**src/rtl/prog_loader.sv**
```systemverilog
// prog_loader: streams host words into IROM from address 0, pads the rest with NOP_WORD, then releases halt.
module prog_loader #(
  parameter type i_t = logic [31:0],
  parameter type pc_t = logic [3:0],
  parameter int DEPTH = 16,
  parameter i_t NOP_WORD = '0
) (
  input logic CLK,
  input logic nRST,
  input logic start,
  input i_t ld_data,
  input logic ld_valid,
  input logic ld_last,
  output logic ld_ready,
  output logic busy,
  output logic done,
  output logic err,
  output i_t idata,
  output pc_t iaddr,
  output logic iwen,
  output logic halt
);
  typedef enum logic [2:0] {IDLE, LOAD, PAD, RUN, ERROR} state_t;
  localparam pc_t LAST = pc_t'(DEPTH - 1);
  state_t state, nxt;
  pc_t wa;
  logic go, acc, wr, at_end, fin, fin_q;
  always_comb begin
    go = start && (state == IDLE || state == RUN || state == ERROR);
    acc = ld_valid && ld_ready && state == LOAD;
    at_end = wa == LAST;
    wr = acc || state == PAD;
    nxt = go ? LOAD
        : acc ? (ld_last ? (at_end ? RUN : PAD) : (at_end ? ERROR : LOAD))
        : (state == PAD && at_end) ? RUN : state;
    fin = (state == LOAD || state == PAD) && nxt == RUN;
  end
  // done and halt release trail the final write by one cycle, hence fin_q
  always_ff @(posedge CLK) begin
    if (!nRST) begin
      state <= IDLE;
      wa <= '0;
      iwen <= 1'b0;
      iaddr <= '0;
      idata <= '0;
      ld_ready <= 1'b0;
      busy <= 1'b0;
      done <= 1'b0;
      err <= 1'b0;
      halt <= 1'b1;
      fin_q <= 1'b0;
    end else begin
      state <= nxt;
      wa <= go ? '0 : (wr && !at_end) ? wa + pc_t'(1) : wa;
      iwen <= wr;
      iaddr <= wr ? wa : iaddr;
      idata <= wr ? (acc ? ld_data : NOP_WORD) : idata;
      ld_ready <= nxt == LOAD;
      busy <= nxt == LOAD || nxt == PAD;
      fin_q <= fin;
      done <= fin_q && !go;
      halt <= go || (halt && !fin_q);
      err <= !go && (err || (acc && !ld_last && at_end));
    end
  end
endmodule

```
**config.mk**
```make
export PLATFORM = sky130hd
export DESIGN_NAME = prog_loader
export DESIGN_NICKNAME = d
export VERILOG_FILES = /design/src/rtl/prog_loader.sv
export SDC_FILE = /design/constraint.sdc
export NUM_CORES = 1
export LEC_CHECK = 0
export CAP_MARGIN = 30
export CORE_ASPECT_RATIO = 1.5
export CORE_UTILIZATION = 44
export CTS_BUF_LIST = sky130_fd_sc_hd__clkbuf_2
export DETAILED_ROUTE_END_ITERATION = 10
export PLACE_DENSITY_LB_ADDON = 0.25
export SYNTH_ARGS = -nofsm -noshare
export SYNTH_HDL_FRONTEND = slang
export SYNTH_SLANG_ARGS = --single-unit
```
**constraint.sdc**
```tcl
create_clock -name CLK -period 2.2 [get_ports CLK]
set_input_delay 0.44 -clock CLK [delete_from_list [all_inputs] [get_ports CLK]]
set_output_delay 0.44 -clock CLK [all_outputs]
set_load 0.1 [all_outputs]
```
Word-level counts from Yosys, hierarchy flattened:

Index checks and enable logic that the tools add are counted.

* mux-type cells: 7
* add/subtract/negate cells: 1
* reduce and logical (&&, ||, !) cells: 24
* eq/ne operators: 8
* bitwise gates (word level): 1

Operator list (number)
* $mux W32: 1
* $mux W3: 5
* $eq A3 B2 Y1 const B: 4
* $logic_and A1 B1 Y1: 11
* $logic_or A1 B1 Y1: 7
* $eq A3 B1 Y1 const B: 2
* $add A4 B1 Y4 const B: 1
* $eq A4 B4 Y1 const B: 1
* $logic_not A1 Y1: 4
* $eq A3 B3 Y1 const B: 1
* $logic_not A3 Y1: 1
* $reduce_or A2 Y1: 1
* $mux W1: 1
* $not A1 Y1: 1

* logic and storage cells: 52
* register bits: 50

Depth between registers and ports, before layout:

Gate-level depths: netlist of run 1.

* word-level depth: 7
* depth in mapped cells: 8

Worst setup path after synthesis of run 1:

Ideal clock, no wire load.

* kind: register to register
* start point: register ld_ready
* end point: register idata[0] (netlist bit)
* clock period less this slack: 2.094 ns
* arrival: 1.966 ns
* slack: 0.106 ns
* cell stages (with the launch flop): 7
* cell sequence: dfxtp_1 -> nand4b_1 -> a21o_1 -> buf_2 -> buf_6 -> a22oi_1 -> nor2_1

* longest elaborated chain between the ends: 3
* elaborated cells on any way between the ends: 4
* classes of those cells: mux: 1; reduce/logical: 3

Ends and longest elaborated chain
* from (decl): RTL line 14 `output logic ld_ready,`
* from (signal assigned): RTL line 46 `ld_ready <= 1'b0;`
* from (signal assigned): RTL line 58 `ld_ready <= nxt == LOAD;`
* $logic_and A1 B1 Y1 (*) (2 in series): RTL line 30 `acc = ld_valid && ld_ready && state == LOAD;`
* $mux W32 or $logic_or A1 B1 Y1 (tied branches): RTL line 57, 32
* to (signal assigned): RTL line 57 `idata <= wr ? (acc ? ld_data : NOP_WORD) : idata;`
* to (decl): RTL line 18 `output i_t idata,`

Every way passes the cells marked *; elsewhere a longest branch is shown, timed or not.
A chain may end at the register's enable or synchronous reset.

Worst setup path after layout of run 1:

* start point: register wa[0] (netlist bit)
* end point: register fin_q

* longest elaborated chain between the ends: 7
* elaborated cells on any way between the ends: 10
* classes of those cells: eq/ne: 2; mux: 6; reduce/logical: 2

Ends and longest elaborated chain
* from (decl): RTL line 26 `pc_t wa;`
* from (signal assigned): RTL line 54 `wa <= go ? '0 : (wr && !at_end) ? wa + pc_t'(1) : wa;`
* $eq A4 B4 Y1 (*): RTL line 31 `at_end = wa == LAST;`
* $mux W3 (tied with other cells): RTL line 34 `: acc ? (ld_last ? (at_end ? RUN : PAD) : (at_end ? ERROR : LOAD))`
* $mux W3, on equally long branches: RTL line 34, 35
* $mux W3 (*): RTL line 34
* $mux W3 (*): RTL line 33 `nxt = go ? LOAD`
* $eq A3 B2 Y1 (*): RTL line 36 `fin = (state == LOAD || state == PAD) && nxt == RUN;`
* $logic_and A1 B1 Y1 (*): RTL line 36
* to (signal assigned): RTL line 60 `fin_q <= fin;`
* to (decl): RTL line 27 `logic go, acc, wr, at_end, fin, fin_q;`

Marks and branches as above.

==> flow_summary.yaml, run 1 <==
status:
  run_status: "finished, final reports clean"
critical_path:
  cp.arrival_ns: 2.36
  worstSetupStartpointType: "register"
  critPathCaptureType: "register"
  worstSetupPathType: "register to register"
  worstPathRequired_ns: 2.54
  r2r_slack_ns: 0.17
  r2r_end: "fin_q"
  crit_fanout: 5
  rr_worst_depth: 7
  reg2reg_from: "wa[0]"
finish:
  fin_cells: 318
  fillers: 382
  layout-drive-gt1-share_pct: 21.0
  diodes: 0
  area_growth_pct: 36.0
  nNetsFinal: 311
  stdcell_area_sq_um: 2620
yosys:
  syn_area_sq_um: 1930
  synth-simple-area-share_pct: 14.3
  synthFlopType: "dfxtp_1"
  synth_adder_area_share_pct: 1.30
  muxShareOfSynthArea_pct: 0.519
  ys_seq_area_share_pct: 51.9
  syn_inst: 199
  ys_top_cells_by_count: "50 x dfxtp_1, 39 x nor2_1, 32 x a22oi_1"
  syn-num-nets: 238
  async_reset_ff_share_pct: 0
  synth_top_family_by_area: "compound AO/OA/AOI/OAI gates"
  synthTopCellsByArea: "dfxtp_1 52%, a22oi_1 12%, nor2_1 7.6%"
  synth_cell_types: 39
  ys_seq_elements: 50
  synth-edff-count: 0
  yosysWarnings: 0
  synth_top_area_cell: "dfxtp_1"
  post-synth-top-count-cell: "dfxtp_1"
  avgSynthCellArea_sq_um: 9.69
  synth-compound-area-share_pct: 24.2
  synth_top_area_share_pct: 51.9
  synth_xor_xnor_area_share_pct: 0.909
route:
  ant_nets: 0
  wl_per_cell_microns: 13.4
  dr.pass1.iters: 4
  totalWireLength_microns: 4250
  vias_per_cell: 5.33
  drc: 0
  drtIter0Drc: 83
  vias: 1694
timing:
  finalCriticalPeriod_ns: 2.03
  period_share_pct: 92.1
  slew_violations: 0
  slew_headroom_pct: 68.8
  setup_viol: 0
  tightest_slew_ns: 0.467
  tns_ns: 0
  clock_skew_ns: 0.0155
  fmax_mhz: 494
  rsz0062_at_grt: "no"
  hold_viol: 0
power:
  powerDensity_nw_per_um2: 593
  ir_drop_mv: 0.501
  p_leak_nw: 1.06
  finalPower_w: 0.00156
die:
  die_height_microns: 83.1
  num_rows: 29
  io_pins: 79
  core-area_sq_um: 4210
  initial_core_util_pct: 45.8
  die_x_microns: 56.1
  die-area_sq_um: 4660
hold_path:
  hold_path_end: "done"
  hp-class: "register to register"
  hp-start: "fin_q"
  hold_depth: 2
cts:
  cts-htree-levels: 2
  clkTransAtPathRegs_ns: 0.23
  clock-sinks: 50
  cts_resized: 0
  post_cts_buffers: 0
  tritoncts: "done"
  numCtsBuffers: 5
  clockBufferDepth: 2
  root_buffer: "clkbuf_2"
  hold_buffers: 0
  clkLatencyLatePin_ns: 0.41
global_routing:
  antenna_found_initial: 0
  grt_max_degree: 41
  grt_pass1_vias: 1515
  grt-ovfl-total: 0
  grt_pass1_wl_microns: 6930
  track_usage_pct: 18.5
place:
  io_buffers: 78
  place_area_sq_um: 2590
  dp.cells: 311
  dp_hpwl_microns: 2950
  place.gp.congestion: 0.786
flow_run:
  maxCapViolCount: 0
per-layer routing:
layer  track usage (%)  up-vias  wire [microns]
met1              20.9      787            1740
met3              4.05        5             262
met4              7.76        0              67
met2              33.0       50            2180
met5                 0        -               0
li1                  -      852               -
sequential cells by signal, indices dropped and copies added, names as in the netlist:
register and cells:
busy 1, done 1, err 1, fin_q 1, halt 1, iaddr 4
idata 32, iwen 1, ld_ready 1, state 3, wa 4
worst max-delay path: stages (launching register included):
cell	delay, ns
dfxtp_1	0.41
ha_1	0.26
and3_1	0.24
ha_1	0.23
nand2b_1	0.15
a21bo_1	0.18
a21o_1	0.21
a2111oi_4	0.28
report_power, final:
part | internal (W) | switching (W) | total [W]
clock network | 0.0000691 | 0.000265 | 0.000334
logic | 0.000108 | 0.000177 | 0.000284
registers | 0.000925 | 0.0000120 | 0.000937
total | 0.00110 | 0.000454 | 0.00156
kinds of logic (layout without fill, tap and decap cells):
| group | after synthesis | after routing |
|---|---|---|
| AND/OR/NAND/NOR | 64 | 64 |
| AO/OA/AOI/OAI | 60 | 60 |
| flip-flops | 50 | 50 |
| buffers and inverters | 20 | 93 |
| adder cells (fa/ha/maj) | 2 | 2 |
| XOR/XNOR | 2 | 2 |
| multiplexers | 1 | 1 |
layout make-up:
class / count / area, sq um / area share (%)
clock buffer: 5 / 25.0 / 0.954
sequential: 50 / 1000 / 38.2
timing repair buffer: 82 / 718 / 27.4
inverter: 4 / 15.0 / 0.573
tap: 46 / 57.6 / 2.19
clock inverter: 2 / 10.0 / 0.382
multi-input combinational: 129 / 796 / 30.3
worst max path at each step:
stage,from,endpoint,slack [ns],cells past startpoint
after global routing,wa[0],fin_q,0.04,7
final,wa[0],fin_q,0.17,7
after detailed placement,ld_last,fin_q,0.05,7
after floorplan,ld_ready,idata[0],0.11,6
after global placement,ld_last,fin_q,0.09,7
after CTS,wa[0],fin_q,0.17,7
cells in the final DEF (no fill, tap or decap), types with 2 or more instances in the layout:
| cell | Yosys | final |
|---|---|---|
| dfxtp_1 | 50 | 50 |
| buf_4 | 2 | 45 |
| nor2_1 | 39 | 39 |
| clkdlybuf4s50_1 | 0 | 36 |
| a22oi_1 | 32 | 32 |
| nand2_1 | 12 | 12 |
| a21oi_1 | 7 | 7 |
| clkbuf_2 | 0 | 5 |
| inv_1 | 4 | 4 |
| a21o_1 | 3 | 3 |
| and3b_1 | 2 | 2 |
| nor2b_1 | 2 | 2 |
| nand2b_1 | 2 | 2 |
| nand3_1 | 2 | 2 |
| a311oi_1 | 2 | 2 |
| xnor2_1 | 2 | 2 |
| a31oi_1 | 2 | 2 |
| ha_1 | 2 | 2 |
| clkinv_2 | 0 | 2 |
stage by stage:
stage / util, % / worst slack (ns) / hold WS (ns)
3_5_place_dp: 61.5 / 0.0485 / 0.446
5_1_grt: 62.3 / 0.0402 / 0.485
6_report: 62.3 / 0.174 / 0.463
4_1_cts: 62.3 / 0.169 / 0.473
3_3_place_gp: 61.5 / 0.0937 / 0.440
2_1_floorplan: - / 0.106 / 0.416
Note: power is estimated with default switching activity, not from simulation.
==> run 2: changes to the inputs <==
Settings changed: SLEW_MARGIN set to 40.
==> results of run 2 <==
The final DEF is identical to that of run 1; final timing and power are the same.
==> run 3: changes to the inputs <==
Settings changed: CORE_MARGIN set to 10.
==> flow_summary.yaml, run 3 (synthesized netlist as in run 1, its figures left out) <==
route:
  vias_per_cell: 5.24
  dr.pass1.iters: 5
  drtIter0Drc: 125
  vias: 1673
  drc: 0
  wl_per_cell_microns: 15.8
  ant_nets: 0
  totalWireLength_microns: 5040
timing:
  tightest_slew_ns: 0.469
  setup_viol: 0
  tns_ns: 0
  period_share_pct: 92.7
  worst_slack_ns: 0.161
  slew_violations: 0
  hold_viol: 0
  rsz0062_at_grt: "no"
  clock_skew_ns: 0.0202
  fmax_mhz: 490
  finalCriticalPeriod_ns: 2.04
  slew_headroom_pct: 68.7
finish:
  layout-drive-gt1-share_pct: 20.9
  area_growth_pct: 37.0
  diodes: 0
  largest_reg_flops: 32
  top_regs: "idata x32, iaddr x4, wa x4"
  regMostFlops: "idata"
  final_cell_mix: "50 x dfxtp_1, 44 x buf_4, 39 x nor2_1, 36 x clkdlybuf4s50_1, 32 x a22oi_1"
  stdcell_area_sq_um: 2640
  final_util_pct: 62.2
  nNetsFinal: 311
  final_common_cell: "dfxtp_1"
flow_run:
  maxCapViolCount: 0
global_routing:
  grt_pass1_wl_microns: 7870
  track_usage_pct: 13.0
  gr-usage-met3_pct: 5.62
  top_usage_layer: "met2"
  grt_pass1_vias: 1650
  grtUsageMet1_pct: 15.3
  grt_max_degree: 41
  grt-ovfl-total: 0
  gr-usage-met2_pct: 20.0
  antenna_found_initial: 0
place:
  pre_cts_ws_ns: 0.0485
  dp_hpwl_microns: 3730
  place.gp.congestion: 0.790
  io_buffers: 78
  place_area_sq_um: 2600
cts:
  clkTransAtPathRegs_ns: 0.25
  hold_buffers: 0
  tritoncts: "done"
  cts_resized: 0
  post_cts_buffers: 0
  root_buffer: "clkbuf_2"
  numCtsBuffers: 5
  clockBufferDepth: 2
  clkLatencyLatePin_ns: 0.43
  clock-sinks: 50
  cts-htree-levels: 2
critical_path:
  worstPathRequired_ns: 2.56
  critPathMostFrequentCell: "ha_1"
  reg2reg_from: "wa[0]"
  slowest_stage: "dfxtp_1"
  critPathCaptureType: "register"
  crit_chain: "ha_1, and3_1, ha_1, nand2b_1, a21bo_1, a21o_1, a2111oi_4"
  worstSetupStartpointType: "register"
  critPathLaunch: "wa[0]"
  crit_fanout: 5
  cp.arrival_ns: 2.40
  worstSetupPathType: "register to register"
  slowest_delay_ns: 0.42
die:
  die-area_sq_um: 7480
  io_pins: 79
  initial_core_util_pct: 45.4
  die_x_microns: 74.1
  die_height_microns: 101
  num_rows: 29
  core-area_sq_um: 4250
power:
  ir_drop_mv: 0.395
  powerDensity_nw_per_um2: 598
  p_leak_nw: 1.06
  finalPower_w: 0.00158
status:
  run_status: "finished, final reports clean"
hold_path:
  hp-class: "register to register"
  hp-start: "fin_q"
## run 3: final cells by class
| class | instances | area [sq um] |
|---|---|---|
| multi-input cells | 129 | 796 |
| well taps | 46 | 57.6 |
| repair buffers | 82 | 731 |
| flip-flops and latches | 50 | 1000 |
| inverters | 4 | 15.0 |
| clock inverters | 3 | 16.3 |
| clock buffers | 5 | 25.0 |
| fillers | 367 | 1600 |
## run 3: worst paths after layout
check | cells past startpoint | slack (ns) | endpoint
setup reg to reg | 7 | 0.16 | fin_q
setup / recovery | 7 | 0.16 | fin_q
hold reg to reg | 2 | 0.47 | done
hold / removal | 2 | 0.47 | done
## run 3: power by group
part	internal, W	leakage, nW	switching, W
sequential	0.000925	0.404	0.0000118
clock	0.0000724	0.0264	0.000281
combinational	0.000109	0.631	0.000179
## run 3: worst max-delay path: cells and delay by family, from the launching register on
family                     cells  cell delay [ns]
AOI/OAI and AO/OA              3             0.69
adders and majority gates      2             0.56
DFF                            1             0.42
and+or+nand+nor                2             0.30
## run 3: metrics by stage
step,cells,hold slack (ns)
finish,319,0.467
global route,319,0.487
CTS,319,0.470
detailed placement,311,0.443
global placement,311,0.437
floorplan,199,0.416
## run 3: routing by layer
metal / wire length (microns) / part of all wire, % / vias up
li1: - / - / 849
met1: 2110 / 42 / 754
met2: 2380 / 47 / 61
met3: 447 / 8.9 / 9
met4: 110 / 2.2 / 0
met5: 0 / 0 / -
